## src/rtl/gcd_pkg.sv

```systemverilog
// Shared types for the GCD engine: controller states, algorithm modes and datapath strobes.
// Latency: n/a (types and constants only).
// Backpressure: n/a.
package gcd_pkg;

  // Controller states
  typedef enum logic [2:0] {
    IDLE  = 3'd0,
    CHECK = 3'd1,
    SUB   = 3'd2,
    ALIGN = 3'd3,
    STEIN = 3'd4,
    DONE  = 3'd5
  } state_t;

  // Algorithm select carried on mode_in
  localparam logic MODE_SUB   = 1'b0;
  localparam logic MODE_STEIN = 1'b1;

  // Operation the datapath applies to its a/b/k registers this cycle
  typedef enum logic [2:0] {
    OP_HOLD  = 3'd0,
    OP_LOAD  = 3'd1,
    OP_SUB   = 3'd2,
    OP_ALIGN = 3'd3,
    OP_STEIN = 3'd4
  } dp_op_t;

  // Source for the result register (RES_HOLD keeps the previous result)
  typedef enum logic [1:0] {
    RES_HOLD  = 2'd0,
    RES_OR    = 2'd1,
    RES_A     = 2'd2,
    RES_SHIFT = 2'd3
  } res_sel_t;

endpackage

```

## src/rtl/gcd_datapath.sv

```systemverilog
// GCD datapath: a/b/k registers, comparator, subtractors, shifters and result register.
// Latency: each strobe takes effect at the next clock edge; status flags are combinational.
// Backpressure: none here; the controller decides when to step or load.
module gcd_datapath
  import gcd_pkg::*;
#(
  parameter int WIDTH = 16
) (
  input  logic             clk,
  input  logic             rst,
  input  dp_op_t           op,
  input  res_sel_t         res_sel,
  input  logic [WIDTH-1:0] a_in,
  input  logic [WIDTH-1:0] b_in,
  output logic             a_zero,
  output logic             b_zero,
  output logic             a_eq_b,
  output logic             a_odd,
  output logic             b_odd,
  output logic [WIDTH-1:0] result
);

  localparam int K_W = $clog2(WIDTH + 1);

  logic [WIDTH-1:0] a_q;
  logic [WIDTH-1:0] b_q;
  logic [K_W-1:0]   k_q;
  logic             a_gt_b;
  logic [WIDTH-1:0] a_minus_b;
  logic [WIDTH-1:0] b_minus_a;

  // Only the smaller operand is ever subtracted from the larger, so neither difference wraps
  assign a_minus_b = a_q - b_q;
  assign b_minus_a = b_q - a_q;
  assign a_gt_b    = (a_q > b_q);
  assign a_eq_b    = (a_q == b_q);
  assign a_zero    = (a_q == '0);
  assign b_zero    = (b_q == '0);
  assign a_odd     = a_q[0];
  assign b_odd     = b_q[0];

  // Operand registers and the common power-of-two exponent k
  always_ff @(posedge clk or negedge rst) begin
    if (!rst) begin
      a_q <= '0;
      b_q <= '0;
      k_q <= '0;
    end else begin
      case (op)
        OP_LOAD: begin
          a_q <= a_in;
          b_q <= b_in;
          k_q <= '0;
        end
        OP_SUB: begin
          if (a_gt_b) begin
            a_q <= a_minus_b;
          end else if (!a_eq_b) begin
            b_q <= b_minus_a;
          end
        end
        OP_ALIGN: begin
          a_q <= a_q >> 1;
          b_q <= b_q >> 1;
          k_q <= k_q + K_W'(1);
        end
        OP_STEIN: begin
          // Rule order matters: strip factors of two before any subtraction
          if (!a_odd) begin
            a_q <= a_q >> 1;
          end else if (!b_odd) begin
            b_q <= b_q >> 1;
          end else if (a_gt_b) begin
            a_q <= b_q;
            b_q <= a_minus_b;
          end else begin
            b_q <= b_minus_a;
          end
        end
        default: ;
      endcase
    end
  end

  // Result register; holds its value until the next completed operation
  always_ff @(posedge clk or negedge rst) begin
    if (!rst) begin
      result <= '0;
    end else begin
      case (res_sel)
        RES_OR:    result <= a_q | b_q;
        RES_A:     result <= a_q;
        RES_SHIFT: result <= a_q << k_q;
        default:   ;
      endcase
    end
  end

endmodule

```

## src/rtl/gcd_engine.sv

```systemverilog
// GCD engine: subtractive or binary GCD with zero-operand error, iteration count and abort.
// Latency: accept, 1 check cycle, N compute cycles, then out_valid (2 cycles for zero operands).
// Backpressure: result held in DONE until out_ready; in_ready only while idle.
module gcd_engine
  import gcd_pkg::*;
#(
  parameter int WIDTH = 16,
  parameter int CNT_W = 16
) (
  input  logic             clk,
  input  logic             rst,
  input  logic             in_valid,
  output logic             in_ready,
  input  logic [WIDTH-1:0] a_in,
  input  logic [WIDTH-1:0] b_in,
  input  logic             mode_in,
  input  logic             abort,
  output logic             out_valid,
  input  logic             out_ready,
  output logic [WIDTH-1:0] gcd_out,
  output logic             err,
  output logic [CNT_W-1:0] iter_count
);

  state_t           state_q;
  state_t           state_nxt;
  dp_op_t           dp_op;
  res_sel_t         res_sel;
  logic             mode_q;
  logic [CNT_W-1:0] iter_q;
  logic [CNT_W-1:0] iter_inc;
  logic             cnt_en;
  logic             out_ld;
  logic             err_nxt;
  logic             a_zero;
  logic             b_zero;
  logic             a_eq_b;
  logic             a_odd;
  logic             b_odd;

  gcd_datapath #(
    .WIDTH(WIDTH)
  ) u_datapath (
    .clk    (clk),
    .rst    (rst),
    .op     (dp_op),
    .res_sel(res_sel),
    .a_in   (a_in),
    .b_in   (b_in),
    .a_zero (a_zero),
    .b_zero (b_zero),
    .a_eq_b (a_eq_b),
    .a_odd  (a_odd),
    .b_odd  (b_odd),
    .result (gcd_out)
  );

  assign in_ready  = (state_q == IDLE);
  assign out_valid = (state_q == DONE);
  assign iter_inc  = (&iter_q) ? iter_q : iter_q + CNT_W'(1);

  // State register
  always_ff @(posedge clk or negedge rst) begin
    if (!rst) begin
      state_q <= IDLE;
    end else begin
      state_q <= state_nxt;
    end
  end

  // Next-state and datapath steering; abort beats completion in every compute state
  always_comb begin
    state_nxt = state_q;
    dp_op     = OP_HOLD;
    res_sel   = RES_HOLD;
    cnt_en    = 1'b0;
    out_ld    = 1'b0;
    err_nxt   = 1'b0;
    case (state_q)
      IDLE: begin
        if (in_valid) begin
          dp_op     = OP_LOAD;
          state_nxt = CHECK;
        end
      end
      CHECK: begin
        if (abort) begin
          state_nxt = IDLE;
        end else if (a_zero || b_zero) begin
          res_sel   = RES_OR;
          out_ld    = 1'b1;
          err_nxt   = a_zero && b_zero;
          state_nxt = DONE;
        end else if (mode_q == MODE_STEIN) begin
          state_nxt = ALIGN;
        end else begin
          state_nxt = SUB;
        end
      end
      SUB: begin
        if (abort) begin
          state_nxt = IDLE;
        end else begin
          cnt_en = 1'b1;
          if (a_eq_b) begin
            res_sel   = RES_A;
            out_ld    = 1'b1;
            state_nxt = DONE;
          end else begin
            dp_op = OP_SUB;
          end
        end
      end
      ALIGN: begin
        if (abort) begin
          state_nxt = IDLE;
        end else begin
          cnt_en = 1'b1;
          if (!a_odd && !b_odd) begin
            dp_op = OP_ALIGN;
          end else begin
            state_nxt = STEIN;
          end
        end
      end
      STEIN: begin
        if (abort) begin
          state_nxt = IDLE;
        end else begin
          cnt_en = 1'b1;
          if (b_zero) begin
            res_sel   = RES_SHIFT;
            out_ld    = 1'b1;
            state_nxt = DONE;
          end else begin
            dp_op = OP_STEIN;
          end
        end
      end
      DONE: begin
        if (out_ready) begin
          state_nxt = IDLE;
        end
      end
      default: state_nxt = IDLE;
    endcase
  end

  // Captured algorithm mode and running iteration counter
  always_ff @(posedge clk or negedge rst) begin
    if (!rst) begin
      mode_q <= MODE_SUB;
      iter_q <= '0;
    end else if (dp_op == OP_LOAD) begin
      mode_q <= mode_in;
      iter_q <= '0;
    end else if (cnt_en) begin
      iter_q <= iter_inc;
    end
  end

  // Published status; the terminating compute cycle is included in the count
  always_ff @(posedge clk or negedge rst) begin
    if (!rst) begin
      err        <= 1'b0;
      iter_count <= '0;
    end else if (out_ld) begin
      err        <= err_nxt;
      iter_count <= cnt_en ? iter_inc : iter_q;
    end
  end

endmodule

```

## config.mk

```make
export PLATFORM = sky130hd
export DESIGN_NAME = gcd_engine
export DESIGN_NICKNAME = d
export VERILOG_FILES = /design/src/rtl/gcd_pkg.sv /design/src/rtl/gcd_datapath.sv /design/src/rtl/gcd_engine.sv
export SDC_FILE = /design/constraint.sdc
export NUM_CORES = 1
export LEC_CHECK = 0
export CORE_MARGIN = 4
export CORE_UTILIZATION = 45
export DETAILED_ROUTE_END_ITERATION = 8
export GPL_TIMING_DRIVEN = 0
export PLACE_DENSITY = 0.62
export SYNTH_ARGS = -nofsm -noshare
export SYNTH_HDL_FRONTEND = slang
export SYNTH_SLANG_ARGS = --single-unit
```

## constraint.sdc

```tcl
create_clock -name clk -period 4.25 [get_ports clk]
set_input_delay 0.85 -clock clk [delete_from_list [all_inputs] [get_ports clk]]
set_output_delay 0.85 -clock clk [all_outputs]
set_load 0.03 [all_outputs]
```

==> results.cfg, run 1 <==
[yosys]
synth_top_cell_by_area = dfrtp_1
yosys-top-cells-count = 119 x nor2_1, 90 x dfrtp_1, 66 x a21oi_1
postSynthCellCount = 904
synth_compound_area_share_pct = 24.6
yosys_warnings = 0
synth_edf_count = 0
synth.top_cell.area_share_pct = 29.4
ys_seq_elements = 90
synthTopCellsByArea = dfrtp_1 29%, ha_1 8.0%, nor2_1 5.8%
syn_area_sq_um = 7660
ys_seq_area_share_pct = 29.4
synth_xor_area_share_pct = 3.66
synth-simple-area-share_pct = 19.2
syn_area_per_cell_sq_um = 8.47
muxShareOfSynthArea_pct = 8.77
synth_flop_cell = dfrtp_1
syn_nets = 993
synth_fa_ha_area_share_pct = 8.53
synthDistinctLibCells = 79
synth_top_family_by_area = compound AO/OA/AOI/OAI gates
async_flop_share_pct = 100
post-synth-top-count-cell = nor2_1

[layout]
final_util_pct = 54.0
areaGrowthSynthToFinish_pct = 17.3
nNetsFinal = 1077
drive_gt1_share_pct = 8.26
fill_cells = 1630
diodes = 0

[sta]
finalSetupTns_ns = 0
finalSetupViolCount = 0
fin_crit_ns = 4.08
fin_crit_sh_pct = 95.9
final_max_slew_viol_count = 0
finalHoldViolCount = 0
worst_slew_pin_slew_ns = 1.02
hold_ws_ns = 0.462
fmax_mhz = 245
setup_slack_ns = 0.172
skew_ns = 0.00789
grt_setup_unrepaired = no
slew_headroom_pct = 31.7

[global_route]
gr-total-overflow = 0
grt_usage_pct = 28.6
antenna_found_initial = 0
grt_max_degree = 53
grt_pass1_vias = 7251
grt_pass1_wl_mm = 43.4

[setup_path]
path_max_fanout = 10
critical_path.cell_chain = clkbuf_1, inv_1, ha_1, inv_1, fa_1, nor2b_1, o211ai_2, a21boi_2, o311a_1, buf_4, nand2_1, o22ai_1, o32a_1
worst_ep_required_time_ns = 4.50
worstReg2RegStart = u_datapath.a_q[0]$_DFFE_PN0P_
slowest_delay_ns = 0.49
reg2reg_depth = 13
critPathLaunch = u_datapath.a_q[0]$_DFFE_PN0P_
crit_top_cell = inv_1
path_class = reg2reg
crit_path_top_delay_cell = fa_1
critPathLaunchType = register
arrival_ns = 4.32
critPathCaptureType = register
r2r_slack_ns = 0.17

[cts]
clock_latency_ns = 0.36
cts.sinks = 90
holdBufCountCts = 0
cts-root-buf = clkbuf_16
cts_max_level = 3
post-cts-setup-buffers = 0
clockBufferDepth = 2
path_clk_slew_ns = 0.07
cts-buffers-inserted = 9
cts_tree = built

[routing]
drc_errors = 0
via_per_inst = 6.30
first_pass_iters = 5
dr_total_vias = 7640
routed_wl_mm = 27.9
drt-wirelength-per-cell_um = 23.0
drtIter0Drc = 860
antenna_left = 0

[worst_hold_path]
hp-class = in2async

[floorplanning]
fp.coreArea_sq_um = 16600
chipWidth_um = 138
die_height_um = 138
row_count = 47
io_pins = 73
start_util_pct = 46.0
fp.dieArea_sq_um = 19200

[flow_run]
cap_violations = 0

[place]
hpwl_mm = 21.0
dp_slack_ns = 0.0935
io_buffers = 72
gp_congestion = 0.949

[power_and_ir_drop]
p_per_area_nw_per_um2 = 854
total_power_mw = 7.67
ir_worst_vdd_mv = 0.438
p_leak_nw = 3.82

[run_status]
status = completed
-- kinds of logic after synthesis --
kind of cell,Yosys count
AO/OA/AOI/OAI,267
adder cells (fa/ha/maj),51
multiplexers,50
buffers and inverters,108
flip-flops,90
XOR/XNOR,32
AND/OR/NAND/NOR,306
-- critical path, delay by kind of cell (launching register included) --
kind / cells / cell delay [ns]
DFF: 1 / 0.39
AOI/OAI and AO/OA: 5 / 1.47
and+or+nand+nor: 2 / 0.56
buffers and inverters: 4 / 0.80
adders and majority gates: 2 / 0.73
-- path summary, 6_finish.rpt --
kind	end
hold / removal	iter_count[4]$_DFFE_PN0P_
setup reg to reg	u_datapath.b_q[12]$_DFFE_PN0P_
setup / recovery	u_datapath.b_q[12]$_DFFE_PN0P_
min in group clk	u_datapath.result[11]$_DFFE_PN0P_
hold reg to reg	u_datapath.result[11]$_DFFE_PN0P_
max in group asynchronous	u_datapath.a_q[0]$_DFFE_PN0P_
-- report_power, final --
part | internal (mW) | switching, mW | total (mW)
logic | 2.06 | 3.28 | 5.33
registers | 1.05 | 0.448 | 1.49
clock network | 0.462 | 0.385 | 0.847
total | 3.57 | 4.11 | 7.67
-- metal layers --
layer | vias to the layer above | track usage, % | part of all wire (%)
met5 | - | 0 | 0
met4 | 0 | 10.1 | 3.3
met3 | 63 | 3.76 | 7.7
met2 | 370 | 42.4 | 44
met1 | 3687 | 42.6 | 45
li1 | 3520 | - | -
-- area by class of cell --
class | count | area, sq um | area share (%)
buffer | 54 | 254 | 2.83
clock buffer | 11 | 233 | 2.59
clock inverter | 5 | 61.3 | 0.682
inverter | 54 | 203 | 2.26
multi-input combinational | 706 | 4960 | 55.2
sequential | 90 | 2250 | 25.1
tap | 220 | 275 | 3.06
timing repair buffer | 73 | 746 | 8.30
-- flip-flops by register name, summed over array words and instances (netlist names) --
register and flops:
iter_count 16, iter_q 16, u_datapath.a_q 16, u_datapath.b_q 16
u_datapath.result 16, u_datapath.k_q 5, state_q 3, err 1
mode_q 1
-- per-stage QoR --
stage,instance area [sq um],cells
2_1_floorplan,7660,904
3_3_place_gp,8660,1196
3_5_place_dp,8680,1197
4_1_cts,8980,1213
5_1_grt,8980,1213
6_report,8980,1213
-- layout by cell type, fill, tap and decap left out, drive strengths merged, types with 13 or more instances in the layout --
| cell type | count |
|---|---|
| o21ai | 47 |
| nor4 | 14 |
| a221oi | 23 |
| dfrtp | 90 |
| nor3 | 18 |
| xnor2 | 22 |
| a211oi | 13 |
| a21oi | 66 |
| ha | 49 |
| inv | 55 |
| clkdlybuf4s50 | 71 |
| clkbuf | 43 |
| mux2i | 27 |
| nand3 | 17 |
| nand2 | 64 |
| nor2 | 120 |
| buf | 24 |
-- timing repair --
| action | 4_1_cts | 5_1_grt |
|---|---|---|
| setup endpoints to repair | 0 | 17 |
| hold endpoints to repair | 0 | 0 |
| resized for setup | 0 | 7 |
No activity file was read; power rests on OpenSTA's default activity.
==> inputs of run 2 (changes only) <==
--- a/config.mk
+++ b/config.mk
@@ -5,6 +5,7 @@
 export SDC_FILE = /design/constraint.sdc
 export NUM_CORES = 1
 export LEC_CHECK = 0
+export CORE_ASPECT_RATIO = 1.25
 export CORE_MARGIN = 4
 export CORE_UTILIZATION = 45
 export DETAILED_ROUTE_END_ITERATION = 8
==> constraint.sdc (replaced) <==
create_clock -name clk -period 4.5 [get_ports clk]
set_input_delay 0.9 -clock clk [delete_from_list [all_inputs] [get_ports clk]]
set_output_delay 0.9 -clock clk [all_outputs]
set_load 0.03 [all_outputs]
==> results.cfg, run 2 (synthesis gave the netlist of run 1 again) <==
[routing]
dr_wl_met3_mm = 2.01
antenna_left = 0
topRoutingLayerUsed = met4
routed_wl_mm = 27.6
drt-wirelength-per-cell_um = 22.8
drtIter0Drc = 788
first_pass_iters = 8
met2WireLength_mm = 13.6
dr_total_vias = 7675
via_per_inst = 6.33
wl_met1_mm = 10.7
drc_errors = 0

[setup_path]
path_class = reg2reg
worst_ep_required_time_ns = 4.74
arrival_ns = 4.46
critPathCaptureType = register
critPathLaunchType = register
r2r_end = u_datapath.a_q[8]$_DFFE_PN0P_
worstReg2RegStart = u_datapath.a_q[14]$_DFFE_PN0P_
r2r_slack_ns = 0.28
path_max_fanout = 10
reg2reg_depth = 10

[global_route]
grt_usage_pct = 28.3
gr-total-overflow = 0
grt_pass1_vias = 7619
antenna_found_initial = 0
grt_pass1_wl_mm = 42.8
grt_max_degree = 53

[place]
gp_congestion = 0.983
io_buffers = 72
dp_slack_ns = 0.393
hpwl_mm = 21.1

[cts]
cts_tree = built
holdBufCountCts = 0
post-cts-setup-buffers = 0
cts-root-buf = clkbuf_16
cts-buffers-inserted = 9
cts_max_level = 3
cts_resized = 0
cts.sinks = 90
clockBufferDepth = 2
path_clk_slew_ns = 0.07
clock_latency_ns = 0.35

[layout]
drive_gt1_share_pct = 8.06
diodes = 0
mostFrequentLayoutCell = nor2_1
areaGrowthSynthToFinish_pct = 17.7
final_util_pct = 53.7
nNetsFinal = 1077
final_cell_mix = 119 x nor2_1, 90 x dfrtp_1, 71 x clkdlybuf4s50_1

[floorplanning]
die_height_um = 154
chipWidth_um = 125
row_count = 53
fp.dieArea_sq_um = 19200
io_pins = 73
fp.coreArea_sq_um = 16800
start_util_pct = 45.7

[sta]
finalHoldViolCount = 0
fin_crit_sh_pct = 93.8
setup_slack_ns = 0.277
slew_headroom_pct = 24.5
fmax_mhz = 237
worst_slew_pin_slew_ns = 1.12
final_max_slew_viol_count = 0
fin_crit_ns = 4.22
grt_setup_unrepaired = no
skew_ns = 0.0110
finalSetupViolCount = 0

[power_and_ir_drop]
p_leak_nw = 3.83
p_per_area_nw_per_um2 = 807
ir_worst_vdd_mv = 0.444

[worst_hold_path]
min_to = u_datapath.result[12]$_DFFE_PN0P_
hp-class = reg2reg
hp-start = u_datapath.result[12]$_DFFE_PN0P_
hold_depth = 2

[flow_run]
cap_violations = 0

[run_status]
status = completed
[run 2: stage by stage]
step	total power [mW]	TNS [ns]	instances	hold slack [ns]	instance area, sq um
finish	7.28	0	1213	0.501	9020
global route	7.74	0	1213	0.541	9020
CTS	7.12	0	1213	0.514	9020
detailed placement	6.23	0	1197	0.499	8680
global placement	6.20	-93.75	1196	0.486	8660
floorplan	4.87	0	904	0.466	7660
[run 2: critical path, stage by stage, from the launching register on]
cell and delay (ns):
dfrtp_1 0.58, inv_1 0.12, ha_1 0.28, buf_2 0.18, nor4_1 0.63, nand4_1 0.48
nand2_1 0.39, clkbuf_1 0.52, buf_2 0.42, o211ai_1 0.20, mux2_2 0.29
[run 2: report_power, final]
group | leakage (nW) | internal (mW) | switching (mW)
combinational | 2.49 | 1.94 | 3.08
clock | 0.161 | 0.510 | 0.360
sequential | 1.18 | 0.989 | 0.395
[run 2: routing by layer]
metal	global-route usage [%]	vias up
li1	-	3510
met1	34.6	3657
met2	49.5	411
met3	3.51	97
met4	13.4	0
met5	0	-
[run 2: how the worst max path moves through the flow]
| stage | start | endpoint | slack [ns] | cells after the start |
|---|---|---|---|---|
| after floorplan | u_datapath.a_q[0]$_DFFE_PN0P_ | u_datapath.a_q[14]$_DFFE_PN0P_ | 1.23 | 15 |
| after global placement | rst | u_datapath.b_q[12]$_DFFE_PN0P_ | -1.05 | 1 |
| after detailed placement | u_datapath.a_q[14]$_DFFE_PN0P_ | u_datapath.b_q[7]$_DFFE_PN0P_ | 0.39 | 11 |
| after CTS | u_datapath.a_q[14]$_DFFE_PN0P_ | u_datapath.b_q[7]$_DFFE_PN0P_ | 0.38 | 11 |
| after global routing | u_datapath.a_q[1]$_DFFE_PN0P_ | u_datapath.b_q[7]$_DFFE_PN0P_ | 0.10 | 11 |
| final | u_datapath.a_q[14]$_DFFE_PN0P_ | u_datapath.a_q[8]$_DFFE_PN0P_ | 0.28 | 10 |
[run 2: cell type report]
| type | instances | area (sq um) |
|---|---|---|
| tap | 220 | 275 |
| fill | 1648 | 7760 |
| inverter | 54 | 203 |
| timing repair buffer | 73 | 746 |
| buffer | 54 | 250 |
| multi-input combinational | 706 | 4960 |
| clock inverter | 6 | 96.3 |
| clock buffer | 10 | 239 |
| sequential | 90 | 2250 |
==> inputs of run 3 (changes only) <==
--- a/config.mk
+++ b/config.mk
@@ -7,10 +7,10 @@
 export LEC_CHECK = 0
 export CORE_ASPECT_RATIO = 1.25
 export CORE_MARGIN = 4
-export CORE_UTILIZATION = 45
+export CORE_UTILIZATION = 40
 export DETAILED_ROUTE_END_ITERATION = 8
 export GPL_TIMING_DRIVEN = 0
-export PLACE_DENSITY = 0.62
+export PLACE_DENSITY = 0.56
 export SYNTH_ARGS = -nofsm -noshare
 export SYNTH_HDL_FRONTEND = slang
 export SYNTH_SLANG_ARGS = --single-unit
==> constraint.sdc (replaced) <==
create_clock -name clk -period 4.5 [get_ports clk]
set_input_delay 0.45 -clock clk [delete_from_list [all_inputs] [get_ports clk]]
set_output_delay 0.45 -clock clk [all_outputs]
set_load 0.03 [all_outputs]
==> results.cfg, run 3 (synthesis gave the netlist of run 1 again) <==
[setup_path]
path_class = reg2reg
worst_ep_required_time_ns = 4.74
arrival_ns = 4.51
critPathCaptureType = register
critPathLaunchType = register
path_max_fanout = 10

[global_route]
gr-total-overflow = 0
grt_pass1_wl_mm = 43.8
antenna_found_initial = 0
grt_usage_pct = 26.1
grt_max_degree = 48
grt_pass1_vias = 7432

[place]
hpwl_mm = 22.0
placed_area_sq_um = 8700
gp_congestion = 0.945
dp_slack_ns = 0.318
io_buffers = 72

[routing]
via_per_inst = 6.19
dr_total_vias = 7578
antenna_left = 0
first_pass_iters = 5
drt-wirelength-per-cell_um = 23.2
drtIter0Drc = 670
routed_wl_mm = 28.4
drc_errors = 0

[layout]
mostFrequentLayoutCell = nor2_1
seqCellArea_sq_um = 2250
multi_input_area_sq_um = 4960
nNetsFinal = 1077
fill_cells = 1894
fin_area_sq_um = 8990
final_cell_mix = 119 x nor2_1, 90 x dfrtp_1, 71 x clkdlybuf4s50_1
areaGrowthSynthToFinish_pct = 17.4
diodes = 0
drive_gt1_share_pct = 8.06

[run_status]
status = completed

[cts]
cts.sinks = 90
post-cts-setup-buffers = 0
cts_resized = 0
cts-root-buf = clkbuf_16
holdBufCountCts = 0
cts_tree = built
path_clk_slew_ns = 0.08
clockBufferDepth = 2
clock_latency_ns = 0.36
cts-buffers-inserted = 9
cts_max_level = 3

[flow_run]
cap_violations = 0

[power_and_ir_drop]
p_per_area_nw_per_um2 = 797
p_leak_nw = 3.81
ir_worst_vdd_mv = 0.358

[sta]
slew_headroom_pct = 27.5
finalSetupViolCount = 0
final_max_slew_viol_count = 0
setup_slack_ns = 0.223
grt_setup_unrepaired = no
hold_ws_ns = 0.102
fin_crit_sh_pct = 95.1
fin_crit_ns = 4.28
fmax_mhz = 234
finalHoldViolCount = 0
worst_slew_pin_slew_ns = 1.08
skew_ns = 0.0108

[floorplanning]
start_util_pct = 40.8
fp.coreArea_sq_um = 18800
chipWidth_um = 132
fp.dieArea_sq_um = 21400
die_height_um = 163
io_pins = 73
row_count = 56

[worst_hold_path]
hp-class = in2async
==> run 3: path summary, 6_finish.rpt <==
check,start,cells after the start,end,slack (ns)
hold / removal,rst,1,iter_count[14]$_DFFE_PN0P_,0.10
hold reg to reg,u_datapath.result[10]$_DFFE_PN0P_,2,u_datapath.result[10]$_DFFE_PN0P_,0.50
setup / recovery,u_datapath.a_q[1]$_DFFE_PN0P_,10,u_datapath.a_q[8]$_DFFE_PN0P_,0.22
max in group asynchronous,rst,2,u_datapath.b_q[15]$_DFFE_PN0P_,3.73
min in group clk,u_datapath.result[10]$_DFFE_PN0P_,2,u_datapath.result[10]$_DFFE_PN0P_,0.50
setup reg to reg,u_datapath.a_q[1]$_DFFE_PN0P_,10,u_datapath.a_q[8]$_DFFE_PN0P_,0.22
==> run 3: report_power, final <==
part	switching, mW	internal, mW
sequential	0.393	0.989
combinational	3.08	1.94
clock	0.379	0.392
==> run 3: cell type report <==
cell class / instances / share of cell area, %
tap: 232 / 3.23
sequential: 90 / 25.0
timing repair buffer: 73 / 8.29
buffer: 54 / 2.78
clock inverter: 7 / 0.807
multi-input combinational: 706 / 55.1
inverter: 54 / 2.25
clock buffer: 9 / 2.50
==> run 3: worst max-delay path: stages, from the launching register on <==
cell and delay, ns:
dfrtp_1 0.40, clkbuf_1 0.41, inv_1 0.22, ha_1 0.37, nor4_1 0.47, nand4_1 0.42
nand2_1 0.40, clkbuf_1 0.55, buf_2 0.44, o211ai_1 0.18, mux2_2 0.28
==> run 3: metal layers <==
layer  global-route usage (%)  vias to the layer above  routed length, um
li1                         -                     3513                  -
met4                     12.1                        0               1200
met3                     2.75                       77               1410
met5                        0                        -                  0
met1                     31.5                     3690              11400
met2                     46.9                      298              14400
==> run 3: metrics by stage <==
stage	setup TNS (ns)	cells	power (mW)	util, %
after floorplan	0	904	4.87	-
final	0	1225	7.17	47.9
after global placement	-58.73	1208	6.27	46.2
after CTS	0	1225	7.07	47.9
after global routing	0	1225	7.66	47.9
after detailed placement	0	1209	6.27	46.3
